$ cat config.mk
export PLATFORM = sky130hd
export DESIGN_NAME = rx_lane_sync_ctrl
export DESIGN_NICKNAME = d
export VERILOG_FILES = /design/src/rtl/phy_rx_pkg.sv /design/src/rtl/rx_lane_lock.sv /design/src/rtl/rx_lane_sync_ctrl.sv
export SDC_FILE = /design/constraint.sdc
export NUM_CORES = 1
export LEC_CHECK = 0
export ABC_AREA = 1
export ABC_CLOCK_PERIOD_IN_PS = 3300
export BUFFER_PORTS_ARGS = -buffer_cell sky130_fd_sc_hd__buf_2
export CAP_MARGIN = 25
export CORE_MARGIN = 2
export CORE_UTILIZATION = 60
export DETAILED_ROUTE_END_ITERATION = 10
export GPL_ROUTABILITY_DRIVEN = 1
export PLACE_DENSITY = 0.86
export SYNTH_ARGS = -nofsm -noshare
export SYNTH_HDL_FRONTEND = slang
export SYNTH_SLANG_ARGS = --single-unit
$ cat constraint.sdc
create_clock -name clk_4f -period 3.3 [get_ports clk_4f]
set_input_delay 0.165 -clock clk_4f [delete_from_list [all_inputs] [get_ports clk_4f]]
set_output_delay 0.165 -clock clk_4f [all_outputs]
set_load 0.03 [all_outputs]
$ cat src/rtl/phy_rx_pkg.sv
// Shared definitions for the two-lane PHY receive start-up logic.
//   COM_SYM_DEF  : default training/alignment symbol (K28.5 byte, 8'hBC)
//   lane_state_t : per-lane symbol-lock states
//   top_state_t  : lane-pair sequencing states
package phy_rx_pkg;

   localparam logic [7:0] COM_SYM_DEF = 8'hBC;

   typedef enum logic [1:0] {
      LANE_HUNT,
      LANE_COUNT,
      LANE_LOCKED
   } lane_state_t;

   typedef enum logic [1:0] {
      TOP_IDLE,
      TOP_WAIT_LOCK,
      TOP_ALIGN,
      TOP_ACTIVE
   } top_state_t;

endpackage

$ cat src/rtl/rx_lane_lock.sv
// Per-lane symbol lock tracker.
// It hunts for COM_SYM and declares lock after LOCK_COUNT consecutive valid COM
// bytes. Lock is dropped after LOSS_COUNT consecutive invalid cycles.
// Ports:
//   clk_4f      : byte clock
//   reset       : asynchronous, active-low
//   clear       : synchronous force to HUNT with counters cleared
//   data, valid : lane byte stream
//   locked      : registered lock status
//   next_locked : lock status that will be registered on the coming edge
module rx_lane_lock
   import phy_rx_pkg::*;
#(
   parameter logic [7:0]  COM_SYM    = COM_SYM_DEF,
   parameter int unsigned LOCK_COUNT = 4,
   parameter int unsigned LOSS_COUNT = 4
) (
   input  logic       clk_4f,
   input  logic       reset,
   input  logic       clear,
   input  logic [7:0] data,
   input  logic       valid,
   output logic       locked,
   output logic       next_locked
);

   localparam logic [3:0] LOCK_LIM = 4'(LOCK_COUNT);
   localparam logic [3:0] LOSS_LIM = 4'(LOSS_COUNT);

   lane_state_t state_q, state_d;
   logic [3:0]  cnt_q, cnt_d;
   logic [3:0]  loss_q, loss_d;
   logic        is_com;

   assign is_com = valid && (data == COM_SYM);

   always_comb begin
      state_d = state_q;
      cnt_d   = cnt_q;
      loss_d  = loss_q;
      if (clear) begin
         state_d = LANE_HUNT;
         cnt_d   = '0;
         loss_d  = '0;
      end else begin
         case (state_q)
            LANE_HUNT: begin
               if (is_com) begin
                  state_d = LANE_COUNT;
                  cnt_d   = 4'd1;
               end
            end
            LANE_COUNT: begin
               if (is_com) begin
                  if (cnt_q + 4'd1 == LOCK_LIM) begin
                     state_d = LANE_LOCKED;
                     cnt_d   = '0;
                     loss_d  = '0;
                  end else if (cnt_q != '1) begin
                     cnt_d = cnt_q + 4'd1;
                  end
               end else if (valid) begin
                  state_d = LANE_HUNT;
                  cnt_d   = '0;
               end
            end
            LANE_LOCKED: begin
               // Any valid byte (COM or payload) counts as link activity.
               if (valid) begin
                  loss_d = '0;
               end else if (loss_q + 4'd1 == LOSS_LIM) begin
                  state_d = LANE_HUNT;
                  cnt_d   = '0;
                  loss_d  = '0;
               end else if (loss_q != '1) begin
                  loss_d = loss_q + 4'd1;
               end
            end
            default: begin
               state_d = LANE_HUNT;
               cnt_d   = '0;
               loss_d  = '0;
            end
         endcase
      end
   end

   assign next_locked = (state_d == LANE_LOCKED);

   always_ff @(posedge clk_4f or negedge reset) begin
      if (!reset) begin
         state_q <= LANE_HUNT;
         cnt_q   <= '0;
         loss_q  <= '0;
         locked  <= 1'b0;
      end else begin
         state_q <= state_d;
         cnt_q   <= cnt_d;
         loss_q  <= loss_d;
         locked  <= next_locked;
      end
   end

endmodule

$ cat src/rtl/rx_lane_sync_ctrl.sv
// Two-lane receive start-up sequencer.
// It waits for both lanes to lock, then for a common COM boundary, and then
// raises sincronizar_bus (the sync input of the lane-0 m8_32 converter).
// Ports:
//   clk_4f          : byte clock
//   reset           : asynchronous, active-low
//   sync_en         : acquisition enable (low forces IDLE)
//   data_in_0/1     : lane bytes from serial_paralelo
//   valid_in_0/1    : lane byte valids
//   sincronizar_bus : high while ACTIVE
//   lane_lock       : per-lane lock status
//   align_err       : one-cycle pulse on ALIGN timeout
//   active          : high while ACTIVE
module rx_lane_sync_ctrl
   import phy_rx_pkg::*;
#(
   parameter logic [7:0]  COM_SYM       = COM_SYM_DEF,
   parameter int unsigned LOCK_COUNT    = 4,
   parameter int unsigned LOSS_COUNT    = 4,
   parameter int unsigned ALIGN_TIMEOUT = 16
) (
   input  logic       clk_4f,
   input  logic       reset,
   input  logic       sync_en,
   input  logic [7:0] data_in_0,
   input  logic       valid_in_0,
   input  logic [7:0] data_in_1,
   input  logic       valid_in_1,
   output logic       sincronizar_bus,
   output logic [1:0] lane_lock,
   output logic       align_err,
   output logic       active
);

   localparam logic [7:0] TMO_LIM = 8'(ALIGN_TIMEOUT);

   top_state_t state_q, state_d;
   logic [7:0] tmr_q, tmr_d;
   logic       sync_q, err_q, err_d;
   logic [1:0] next_lock;
   logic       lane_clear;
   logic       both_locked, common_com;

   // The top next state is IDLE exactly when sync_en is low. Clearing the
   // lanes on sync_en therefore matches "forced to HUNT in IDLE" without a
   // combinational loop through the top next-state logic.
   assign lane_clear = ~sync_en;

   rx_lane_lock #(
      .COM_SYM    (COM_SYM),
      .LOCK_COUNT (LOCK_COUNT),
      .LOSS_COUNT (LOSS_COUNT)
   ) u_lane0 (
      .clk_4f      (clk_4f),
      .reset       (reset),
      .clear       (lane_clear),
      .data        (data_in_0),
      .valid       (valid_in_0),
      .locked      (lane_lock[0]),
      .next_locked (next_lock[0])
   );

   rx_lane_lock #(
      .COM_SYM    (COM_SYM),
      .LOCK_COUNT (LOCK_COUNT),
      .LOSS_COUNT (LOSS_COUNT)
   ) u_lane1 (
      .clk_4f      (clk_4f),
      .reset       (reset),
      .clear       (lane_clear),
      .data        (data_in_1),
      .valid       (valid_in_1),
      .locked      (lane_lock[1]),
      .next_locked (next_lock[1])
   );

   assign both_locked = &next_lock;
   assign common_com  = valid_in_0 && valid_in_1 &&
                        (data_in_0 == COM_SYM) && (data_in_1 == COM_SYM);

   always_comb begin
      state_d = state_q;
      tmr_d   = tmr_q;
      err_d   = 1'b0;
      if (!sync_en) begin
         state_d = TOP_IDLE;
         tmr_d   = '0;
      end else begin
         case (state_q)
            TOP_IDLE: state_d = TOP_WAIT_LOCK;
            TOP_WAIT_LOCK: begin
               if (both_locked) begin
                  state_d = TOP_ALIGN;
                  tmr_d   = '0;
               end
            end
            TOP_ALIGN: begin
               // Lock loss beats alignment. Alignment beats timeout.
               if (!both_locked) begin
                  state_d = TOP_WAIT_LOCK;
               end else if (common_com) begin
                  state_d = TOP_ACTIVE;
               end else if (tmr_q + 8'd1 == TMO_LIM) begin
                  state_d = TOP_WAIT_LOCK;
                  tmr_d   = '0;
                  err_d   = 1'b1;
               end else if (tmr_q != '1) begin
                  tmr_d = tmr_q + 8'd1;
               end
            end
            TOP_ACTIVE: begin
               if (!both_locked) state_d = TOP_WAIT_LOCK;
            end
            default: state_d = TOP_IDLE;
         endcase
      end
   end

   always_ff @(posedge clk_4f or negedge reset) begin
      if (!reset) begin
         state_q <= TOP_IDLE;
         tmr_q   <= '0;
         sync_q  <= 1'b0;
         err_q   <= 1'b0;
      end else begin
         state_q <= state_d;
         tmr_q   <= tmr_d;
         sync_q  <= (state_d == TOP_ACTIVE);
         err_q   <= err_d;
      end
   end

   assign sincronizar_bus = sync_q;
   assign active          = sync_q;
   assign align_err       = err_q;

endmodule

==> key figures <==
Status
  • Status: completed

CTS
  • Clock-pin slew on the worst setup and hold paths: 70 ps
  • TritonCTS clock tree: yes
  • CTS Buf Count: 5
  • Worst-skew pair later-pin latency: 280 ps
  • Max Root-Sink Buffers: 2
  • H-tree level count: 2
  • CTS Sinks: 34
  • CTS root buf: clkbuf_8
  • Post-CTS Resized: 0

Route
  • Drt pass-1 iters: 4
  • DRT iter0 DRCs: 97
  • Antenna viol nets, final: 0
  • Routed vias/inst: 5.23
  • Drt total wl: 4270 um
  • DR WL/cell: 10.9 um
  • Drt drc: 0
  • Vias: 2040

Timing
  • Final worst-path cycle share: 54.4%
  • Slew HR: 49.7%
  • Min Tclk post-route: 1800 ps
  • Final hold violations: 0
  • Final setup TNS: 0 ps
  • Fmax: 0.557 GHz
  • Hold slack: 239 ps
  • RSZ-0062 raised after global routing: false
  • Slew Viols, Final: 0
  • Slew @ Worst Pin: 754 ps
  • Setup-failing EPs final: 0
  • Clock skew: 6.75 ps

Die
  • Initial core utilization: 62.1%
  • Row count: 22
  • Die area: 0.00426 mm^2
  • Area of the core: 0.00363 mm^2
  • I/O pins: 26
  • Die height: 65.3 um
  • Die width: 65.3 um

Job
  • Max Cap Viol: 0

Setup path
  • Startpoint Class: flop
  • Critical Path RT: 3470 ps
  • Crit path from: tmr_q[0]$_DFFE_PN0P_
  • CP dominant cell by count: nand2_1
  • Critical path depth: 11
  • CP endpoint kind: flop
  • R2R depth: 11
  • Critical R2R Launch: tmr_q[0]$_DFFE_PN0P_
  • R2R setup slack: 1500 ps
  • Slowest cell delay on critical path: 420 ps
  • CP Cell Sequence: ha_1, nand2_1, inv_1, nand3_1, nor2_1, nand2_1, nor3_2, a21oi_2, nand2_4, nand2_1, nand2_1
  • CP max stage cell: dfrtp_1
  • CP top delay family: simple AND/OR/NAND/NOR gates
  • Crit path to: tmr_q[0]$_DFFE_PN0P_
  • Worst-path maximum fanout: 9
  • Critical R2R Capture: tmr_q[0]$_DFFE_PN0P_
  • Arrival @ worst endpoint: 1960 ps
  • WP buf/inv: 1
  • Kind of critical path: flop to flop

Logic synthesis
  • Synth Cell Area: 0.00225 mm^2
  • Post-synthesis cell count: 313
  • Synth Register Bits: 34
  • Yosys cell types: 32
  • Ys Warns: 0
  • Syn Nets: 339
  • Syn Area/Cell: 7.20 um^2
  • Seq/Total Area, Yosys: 37.7%

Global routing
  • Pin count of the biggest net entering global routing: 35
  • Congestion Overflow GR: 0
  • First-pass GRT wire length: 7650 um
  • Vias in the first global route: 1923
  • Antenna violations before repair: 0
  • Total track usage: 22.6%

Hold path
  • Hold Path Class: input pin to flop

Place
  • RePlAce Congestion: 0.913
  • Placed cell count: 381
  • Final HPWL DP: 3270 um
  • Port bufs: 25

Finish
  • Nets@finish: 367
  • Area Overhead vs Synth: 13.0%
  • Filler Cells Inserted: 305
  • # diodes: 0
  • Share of cells above drive strength 1: 18.1%
  • Non-filler instance count after layout: 390

Pwr
  • Power density over the cells: 378 mW/mm^2
  • Worst VDD drop: 0.217 mV
  • Static Leak: 1.28 nW
-- per-layer routing --
| metal | wire length (um) | GRT usage (%) | vias up | share of wire, % |
|---|---|---|---|---|
| met5 | 0 | 0 | - | 0 |
| met4 | 54 | 5.99 | 0 | 1.3 |
| met3 | 180 | 5.31 | 9 | 4.2 |
| met2 | 2110 | 40.4 | 47 | 49 |
| met1 | 1920 | 27.3 | 927 | 45 |
| li1 | - | - | 1057 | - |
-- layout make-up --
cell class	instances	area, um^2	area share (%)
clock buffer	6	82.6	3.24
clock inverter	2	60.1	2.36
inverter	42	158	6.19
multi-input combinational	232	1200	47.2
sequential	34	851	33.4
tap	48	60.1	2.36
timing repair buffer	26	135	5.30
-- worst min-delay path by stage --
| stage | start | endpoint | slack, ps | depth (start not counted) |
|---|---|---|---|---|
| floorplan | reset | active$_DFF_PN0_ | -130 | 0 |
| global placement | reset | u_lane0.loss_q[2]$_DFFE_PN0P_ | 280 | 1 |
| detailed placement | reset | u_lane0.loss_q[2]$_DFFE_PN0P_ | 270 | 1 |
| CTS | sync_en | u_lane1.state_q[1]$_DFF_PN0_ | 230 | 3 |
| global route | sync_en | u_lane1.state_q[1]$_DFF_PN0_ | 250 | 3 |
| finish | sync_en | u_lane1.state_q[1]$_DFF_PN0_ | 240 | 3 |
-- per-stage QoR --
step / instance area (um^2) / util [%] / setup slack [ps] / power, mW
after detailed placement: 2390 / 65.9 / 1520 / 0.501
after global routing: 2550 / 70.1 / 1350 / 1.00
after global placement: 2390 / 65.9 / 1600 / 0.500
after CTS: 2550 / 70.1 / 1490 / 0.974
after floorplan: 2250 / - / 1710 / 0.475
final: 2550 / 70.1 / 1500 / 0.962
-- placed cells by master, fill, tap and decap left out --
cell,n
buf_2,25
nor3_2,3
or2_2,1
o21ai_0,11
xor2_1,3
o21bai_1,1
nor2_1,32
o31ai_1,3
xnor2_1,1
clkinv_1,1
o21a_1,1
nand3_2,5
a32o_1,1
nor2_2,3
inv_2,3
dlygate4sd3_1,1
nand2_4,2
ha_1,5
nand3_1,27
nand2_2,6
clkbuf_8,6
nand3_4,1
a21oi_2,1
inv_1,38
a31oi_1,2
nand2_8,1
dfrtp_1,34
nand4_1,7
nor3_1,4
nor2_4,2
a21oi_1,11
nor3_4,1
nand2_1,97
bufinv_16,2
-- flip-flops by register name, summed over array words and instances, names as in the netlist --
register	flops
state_q	2
active	1
u_lane0.state_q	2
tmr_q	8
u_lane1.locked	1
u_lane0.locked	1
u_lane1.state_q	2
u_lane0.loss_q	4
u_lane1.cnt_q	4
align_err	1
u_lane0.cnt_q	4
u_lane1.loss_q	4
-- worst register-to-register path, delay by kind of cell (launching register included) --
family	cells	cell delay [ps]
buf+inv	1	60
compound gates	1	350
simple gates	8	630
flops	1	420
fa+ha+maj	1	230
-- power by group --
part	internal, mW	switching [mW]
logic	0.0234	0.0441
clock network	0.322	0.146
registers	0.421	0.00496
-- Yosys cell counts (all sizes together) --
cell type	count	area share, %
nand2	106	20
inv	41	6.8
nor2	37	7.2
dfrtp	34	38
nand3	33	9.0
a21oi	12	2.8
o21ai	11	2.4
nor3	8	2.9
nand4	7	1.9
buf	5	2.0
ha	5	2.8
o31ai	3	1.0
xor2	3	1.2
a31oi	2	0.55
a32o	1	0.44
clkinv	1	0.17
o21a	1	0.33
o21bai	1	0.33
or2	1	0.28
xnor2	1	0.39
-- cell families (layout without fill, tap and decap cells) --
group | count (synthesis) | in the layout | share of synthesized area (%)
compound gates | 31 | 31 | 7.94
xor+xnor | 4 | 4 | 1.55
fa+ha+maj | 5 | 5 | 2.77
buf+inv | 47 | 76 | 8.99
flops | 34 | 34 | 37.7
simple gates | 192 | 192 | 41.0
-- what timing repair did --
| item | 4_1_cts | 5_1_grt |
|---|---|---|
| buffers inserted | 0 | 0 |
| hold buffers | 1 | 0 |
| endpoints found under the hold margin | 34 | 0 |
Note: power is estimated with default switching activity, not from simulation.
